===== src/rtl/dkong_rom_loader.sv =====
// HPS download sequencer for the Donkey Kong core: routes index-0 bytes to the
// CPU/sound/wave ROM rams, latches mod and DIP bytes, and holds core reset until a good image lands.

module dkong_rom_loader #(
  parameter int CPU_SIZE      = 32768,
  parameter int CPU_MIN       = 16384,
  parameter int SND_BASE      = 'hE000,
  parameter int WAV_BASE      = 'h10000,
  parameter int SETTLE_CYCLES = 1024
) (
  input  logic        clk_sys,
  input  logic        I_RESETn,
  input  logic        ioctl_download,
  input  logic        ioctl_wr,
  input  logic [7:0]  ioctl_index,
  input  logic [24:0] ioctl_addr,
  input  logic [7:0]  ioctl_dout,
  output logic        cpu_we,
  output logic        snd_we,
  output logic        wav_we,
  output logic [15:0] rom_addr,
  output logic [7:0]  rom_data,
  output logic [63:0] dip_sw,
  output logic [7:0]  mod_sel,
  output logic [4:0]  mod_flags,
  output logic        core_reset,
  output logic        load_err,
  output logic [15:0] cpu_bytes
);

  localparam int              SND_SIZE    = 4096;
  localparam int              WAV_SIZE    = 65536;
  localparam logic [24:0]     CPU_END     = 25'(CPU_SIZE);
  localparam logic [24:0]     SND_LO      = 25'(SND_BASE);
  localparam logic [24:0]     SND_HI      = 25'(SND_BASE + SND_SIZE);
  localparam logic [24:0]     WAV_LO      = 25'(WAV_BASE);
  localparam logic [24:0]     WAV_HI      = 25'(WAV_BASE + WAV_SIZE);
  localparam logic [16:0]     MIN_BYTES   = 17'(CPU_MIN);
  localparam int              CW          = $clog2(SETTLE_CYCLES + 1);
  localparam logic [CW-1:0]   SETTLE_LAST = CW'(SETTLE_CYCLES);

  typedef enum logic [2:0] {
    ST_IDLE    = 3'd0,
    ST_LOADING = 3'd1,
    ST_SETTLE  = 3'd2,
    ST_RUN     = 3'd3,
    ST_ERROR   = 3'd4
  } state_t;

  function automatic logic [4:0] mod_decode(input logic [7:0] sel);
    logic [4:0] flags;
    flags = 5'b00000;
    case (sel)
      8'd0:    flags = 5'b00001;
      8'd1:    flags = 5'b00010;
      8'd2:    flags = 5'b00100;
      8'd3:    flags = 5'b01000;
      8'd4:    flags = 5'b10000;
      default: flags = 5'b00000;
    endcase
    return flags;
  endfunction

  state_t        state_q, state_d;
  logic [CW-1:0] cnt_q, cnt_d;
  logic          dl_q;
  logic          arm_q;
  logic          cpu_we_q, snd_we_q, wav_we_q;
  logic [15:0]   rom_addr_q, rom_addr_d;
  logic [7:0]    rom_data_q, rom_data_d;
  logic [63:0]   dip_q, dip_d;
  logic [7:0]    mod_sel_q, mod_sel_d;
  logic [4:0]    mod_flags_q;
  logic          core_reset_q, core_reset_d;
  logic          load_err_q, load_err_d;
  logic          ovf_q, ovf_d;
  logic [15:0]   cpu_bytes_q, cpu_bytes_d;

  logic rise_s, fall_s, start_s, rom_wr_s, img_ok_s;
  logic cpu_hit_s, snd_hit_s, wav_hit_s, stray_s;

  // arm_q blocks a download that was already active when reset released
  assign rise_s   = ioctl_download & ~dl_q & arm_q;
  assign fall_s   = ~ioctl_download & dl_q;
  assign start_s  = rise_s & (ioctl_index == 8'd0) & (state_q != ST_LOADING);
  assign rom_wr_s = ioctl_wr & (ioctl_index == 8'd0) & (state_q == ST_LOADING)
                  & (ioctl_download | dl_q);

  // Address decode and region-relative address for ROM writes
  always_comb begin
    cpu_hit_s  = 1'b0;
    snd_hit_s  = 1'b0;
    wav_hit_s  = 1'b0;
    stray_s    = 1'b0;
    rom_addr_d = rom_addr_q;
    rom_data_d = rom_data_q;
    if (rom_wr_s) begin
      if (ioctl_addr < CPU_END) begin
        cpu_hit_s  = 1'b1;
        rom_addr_d = ioctl_addr[15:0];
        rom_data_d = ioctl_dout;
      end else if ((ioctl_addr >= SND_LO) && (ioctl_addr < SND_HI)) begin
        snd_hit_s  = 1'b1;
        rom_addr_d = ioctl_addr[15:0] - SND_LO[15:0];
        rom_data_d = ioctl_dout;
      end else if ((ioctl_addr >= WAV_LO) && (ioctl_addr < WAV_HI)) begin
        wav_hit_s  = 1'b1;
        rom_addr_d = ioctl_addr[15:0] - WAV_LO[15:0];
        rom_data_d = ioctl_dout;
      end else begin
        stray_s = 1'b1;
      end
    end else begin
      stray_s = 1'b0;
    end
  end

  // Byte counter, overflow flag, mod byte and DIP bank next state
  always_comb begin
    cpu_bytes_d = cpu_bytes_q;
    ovf_d       = ovf_q;
    mod_sel_d   = mod_sel_q;
    dip_d       = dip_q;
    if (start_s) begin
      cpu_bytes_d = 16'd0;
      ovf_d       = 1'b0;
    end else begin
      if (cpu_hit_s && (cpu_bytes_q != 16'hFFFF)) begin
        cpu_bytes_d = cpu_bytes_q + 16'd1;
      end else begin
        cpu_bytes_d = cpu_bytes_q;
      end
      if (stray_s) begin
        ovf_d = 1'b1;
      end else begin
        ovf_d = ovf_q;
      end
    end
    if (ioctl_download && ioctl_wr && (ioctl_index == 8'd1) && (ioctl_addr == 25'd0)) begin
      mod_sel_d = ioctl_dout;
    end else begin
      mod_sel_d = mod_sel_q;
    end
    if (ioctl_download && ioctl_wr && (ioctl_index == 8'd254) && (ioctl_addr[24:3] == 22'd0)) begin
      dip_d[{ioctl_addr[2:0], 3'b000} +: 8] = ioctl_dout;
    end else begin
      dip_d = dip_q;
    end
  end

  // A write landing on the falling-edge cycle still counts toward the image check
  assign img_ok_s = ({1'b0, cpu_bytes_d} >= MIN_BYTES) && !ovf_d;

  // Load sequencer next-state
  always_comb begin
    state_d    = state_q;
    cnt_d      = cnt_q;
    load_err_d = load_err_q;
    case (state_q)
      ST_IDLE, ST_RUN, ST_ERROR: begin
        if (start_s) begin
          state_d    = ST_LOADING;
          load_err_d = 1'b0;
        end else begin
          state_d = state_q;
        end
      end
      ST_LOADING: begin
        if (fall_s) begin
          if (img_ok_s) begin
            state_d = ST_SETTLE;
            cnt_d   = {CW{1'b0}};
          end else begin
            state_d    = ST_ERROR;
            load_err_d = 1'b1;
          end
        end else begin
          state_d = ST_LOADING;
        end
      end
      ST_SETTLE: begin
        if (start_s) begin
          state_d    = ST_LOADING;
          load_err_d = 1'b0;
        end else if (cnt_q == SETTLE_LAST) begin
          state_d = ST_RUN;
        end else begin
          cnt_d = cnt_q + CW'(1'b1);
        end
      end
      default: begin
        state_d = ST_IDLE;
      end
    endcase
    core_reset_d = (state_d != ST_RUN);
  end

  // State and output registers
  always_ff @(posedge clk_sys or negedge I_RESETn) begin
    if (!I_RESETn) begin
      state_q      <= ST_IDLE;
      cnt_q        <= {CW{1'b0}};
      dl_q         <= 1'b0;
      arm_q        <= 1'b0;
      cpu_we_q     <= 1'b0;
      snd_we_q     <= 1'b0;
      wav_we_q     <= 1'b0;
      rom_addr_q   <= 16'd0;
      rom_data_q   <= 8'd0;
      dip_q        <= 64'd0;
      mod_sel_q    <= 8'd0;
      mod_flags_q  <= 5'b00001;
      core_reset_q <= 1'b1;
      load_err_q   <= 1'b0;
      ovf_q        <= 1'b0;
      cpu_bytes_q  <= 16'd0;
    end else begin
      state_q      <= state_d;
      cnt_q        <= cnt_d;
      dl_q         <= ioctl_download;
      arm_q        <= arm_q | ~ioctl_download;
      cpu_we_q     <= cpu_hit_s;
      snd_we_q     <= snd_hit_s;
      wav_we_q     <= wav_hit_s;
      rom_addr_q   <= rom_addr_d;
      rom_data_q   <= rom_data_d;
      dip_q        <= dip_d;
      mod_sel_q    <= mod_sel_d;
      mod_flags_q  <= mod_decode(mod_sel_q);
      core_reset_q <= core_reset_d;
      load_err_q   <= load_err_d;
      ovf_q        <= ovf_d;
      cpu_bytes_q  <= cpu_bytes_d;
    end
  end

  assign cpu_we     = cpu_we_q;
  assign snd_we     = snd_we_q;
  assign wav_we     = wav_we_q;
  assign rom_addr   = rom_addr_q;
  assign rom_data   = rom_data_q;
  assign dip_sw     = dip_q;
  assign mod_sel    = mod_sel_q;
  assign mod_flags  = mod_flags_q;
  assign core_reset = core_reset_q;
  assign load_err   = load_err_q;
  assign cpu_bytes  = cpu_bytes_q;

endmodule

===== config.mk =====
export PLATFORM = sky130hd
export DESIGN_NAME = dkong_rom_loader
export DESIGN_NICKNAME = d
export VERILOG_FILES = /design/src/rtl/dkong_rom_loader.sv
export SDC_FILE = /design/constraint.sdc
export NUM_CORES = 1
export LEC_CHECK = 0
export ABC_CLOCK_PERIOD_IN_PS = 4050
export CORE_UTILIZATION = 52
export DETAILED_ROUTE_END_ITERATION = 16
export PLACE_DENSITY_LB_ADDON = 0.05
export SLEW_MARGIN = 20
export SYNTH_ARGS = -nofsm -noshare
export SYNTH_HDL_FRONTEND = slang
export SYNTH_SLANG_ARGS = --single-unit

===== constraint.sdc =====
create_clock -name clk_sys -period 4.05 [get_ports clk_sys]
set_clock_uncertainty 0.2 [all_clocks]
set_input_delay 0.81 -clock clk_sys [delete_from_list [all_inputs] [get_ports clk_sys]]
set_output_delay 0.81 -clock clk_sys [all_outputs]
set_load 0.01 [all_outputs]

==> results.toml <==
[route]
wl_met3_mm = 1.23
ant_nets = 0
top_layer = "met4"
dr_total_vias = 4542
drt_wl_total_mm = 15.3
met2_length_mm = 7.67
drc = 0
m1WireLength_mm = 6.10
wl_per_cell_um = 18.5
drtIter0Drc = 174
first_pass_iters = 5
vias_per_cell = 5.50

[worst_setup_path]
worstReg2RegStart = "state_q[0]$_DFF_PN0_"
end_kind = "flip-flop"
startpoint = "ioctl_index[4]"
crit_type = "in -> reg"
crit_required_ns = 4.20
crit_path_max_fanout = 12
start_kind = "primary input"
cp.arrival_ns = 3.77

[timing]
slew_viol_final = 0
rsz0062_at_grt = "no"
max_freq_ghz = 0.276
relSlewSlack_pct = 49.7
setup_viol = 0
hold_ws_ns = 0.213
setup_tns_ns = 0
tightestPinTransition_ns = 0.755
final_hold_viol_count = 0
period_minus_slack_ns = 3.63
fin_ws_ns = 0.422
finalCritPeriodShare_pct = 89.6

[clocking]
cts_max_level = 4
clk_pin_slew_ns = 0.06
cts_root_buf = "clkbuf_16"
hold_buffers = 0
post_cts_resized = 0
post_cts_buffers = 0
clock_path_buffers = 2
cts_tree = "built"
clkLatencyLatePin_ns = 0.43
cts_sinks = 139
cts_made_buffers = 17

[layout]
synthToLayoutAreaGrowth_pct = 41.4
final_util_pct = 75.6
final_layout_size_suffix_gt1_share_pct = 23.0
n_antenna_cell = 0
nFillCells = 800
nets = 722

[synthesis]
synth_edf_count = 0
async_reset_ff_share_pct = 100
synthFlopType = "dfrtp_1"
seq_area_frac_synth_pct = 57.0
syn_avg_cell_area_um2 = 12.5
yosys_warnings = 0
syn_nets = 540
synthCells = 488
syn-cell-area_um2 = 6100
yosysUniqueCellTypes = 54
ys_seq_elements = 139

[job]
max-cap-violations = 0

[floorplanning]
start_util_pct = 53.5
dieHeight_um = 110
dieArea_um2 = 12200
rows = 39
die_w_um = 110
ioPinCount = 167
core_area_um2 = 11400

[place]
hpwl_mm = 10.9
place_congestion = 0.833
io_buffers = 166
place_ws_ns = 0.00403

[outcome]
status = "finished, final reports clean"

[global_route]
grt_max_degree = 83
grt_pass1_wl_mm = 23.6
grt_overflow = 0
antenna_found_initial = 0
track_usage_pct = 26.9
grt_pass1_vias = 4601

[pwr]
power.density_nw_per_um2 = 359
leakage_nw = 3.95
ir_drop_mv = 0.333

[min_path]
hold_class = "in -> async"
==> power by group <==
group          switching [mW]  internal (mW)  total (mW)
logic                  0.0702         0.0534       0.124
registers             0.00156           1.39        1.39
clock network           0.604          0.979        1.58
==> cell families after synthesis <==
| logic type | after synthesis | synth area share (%) |
|---|---|---|
| compound gates | 44 | 4.47 |
| xor+xnor | 12 | 1.72 |
| fa+ha+maj | 7 | 1.43 |
| buf+inv | 34 | 2.32 |
| flops | 139 | 57.0 |
| mux | 99 | 18.2 |
| simple gates | 153 | 14.9 |
==> cells in the mapped netlist (6+ instances only) <==
library cell    n  area [um^2]
buf_1           8         30.0
nand3_1        14         70.1
dfrtp_1       137         3430
and3_1          6         37.5
ha_1            7         87.6
clkbuf_1        6         22.5
inv_1          14         52.6
nor2_1         31          116
nand2_1        26         97.6
mux2_2         89         1000
a21oi_1         8         40.0
xnor2_1        11         96.3
o21ai_0        11         55.1
o22ai_1         8         50.1
a31oi_1         8         50.1
nor3_1         15         75.1
==> state kept, by name, summed over array words and instances, names as in the netlist, 3 cells and up <==
register	count
cnt_q	11
cpu_bytes	16
dip_sw	64
mod_flags	5
mod_sel	8
rom_addr	16
rom_data	8
state_q	3
==> area by class of cell <==
class	instances	area, um^2	area share [%]
clock inverter	11	134	1.55
sequential	139	3480	40.3
timing repair buffer	183	1820	21.0
multi-input combinational	315	2490	28.8
clock buffer	21	480	5.57
tap	143	179	2.07
inverter	14	52.6	0.609
==> metal layers <==
layer | global-route usage, % | up-vias
met3 | 10.6 | 25
met4 | 10.2 | 0
met1 | 31.7 | 2250
met5 | 0 | -
li1 | - | 2126
met2 | 44.3 | 141
==> worst max-delay path, stage by stage <==
cell and delay [ns]:
clkdlybuf4s50_1 0.42, or4_4 0.57, or4_1 0.68, nor4_2 0.37, mux2i_1 0.38, a21oi_4 0.18, buf_4 0.19, a31oi_1 0.17
==> cells in the final DEF, fill, tap and decap left out, drive strengths merged, types with 10 or more instances in the layout <==
cell           instances
clkdlybuf4s50        165
dfrtp                137
mux2                  94
nor2                  32
nand2                 28
clkbuf                21
buf                   18
nor3                  17
inv                   17
nand3                 14
o21ai                 12
xnor2                 11
nor4                  10
==> per-stage QoR <==
stage          power (mW)  std cells  instance area [um^2]
5_1_grt              3.18        826                  8630
4_1_cts              3.12        826                  8630
3_3_place_gp         1.54        794                  8020
3_5_place_dp         1.54        794                  8020
2_1_floorplan        1.45        488                  6100
6_report             3.10        826                  8630
==> worst paths after layout <==
path | end | slack [ns] | cells after the start
min in group clk_sys | arm_q$_DFF_PN0_ | 0.27 | 1
min | cpu_bytes[6]$_DFF_PN0_ | 0.21 | 1
max in group asynchronous | mod_flags[0]$_DFF_PN1_ | 2.61 | 2
max reg2reg | cnt_q[0]$_DFFE_PN0P_ | 0.97 | 7
max | cnt_q[0]$_DFFE_PN0P_ | 0.42 | 8
min reg2reg | arm_q$_DFF_PN0_ | 0.27 | 1
Note: power is estimated with default switching activity, not from simulation.
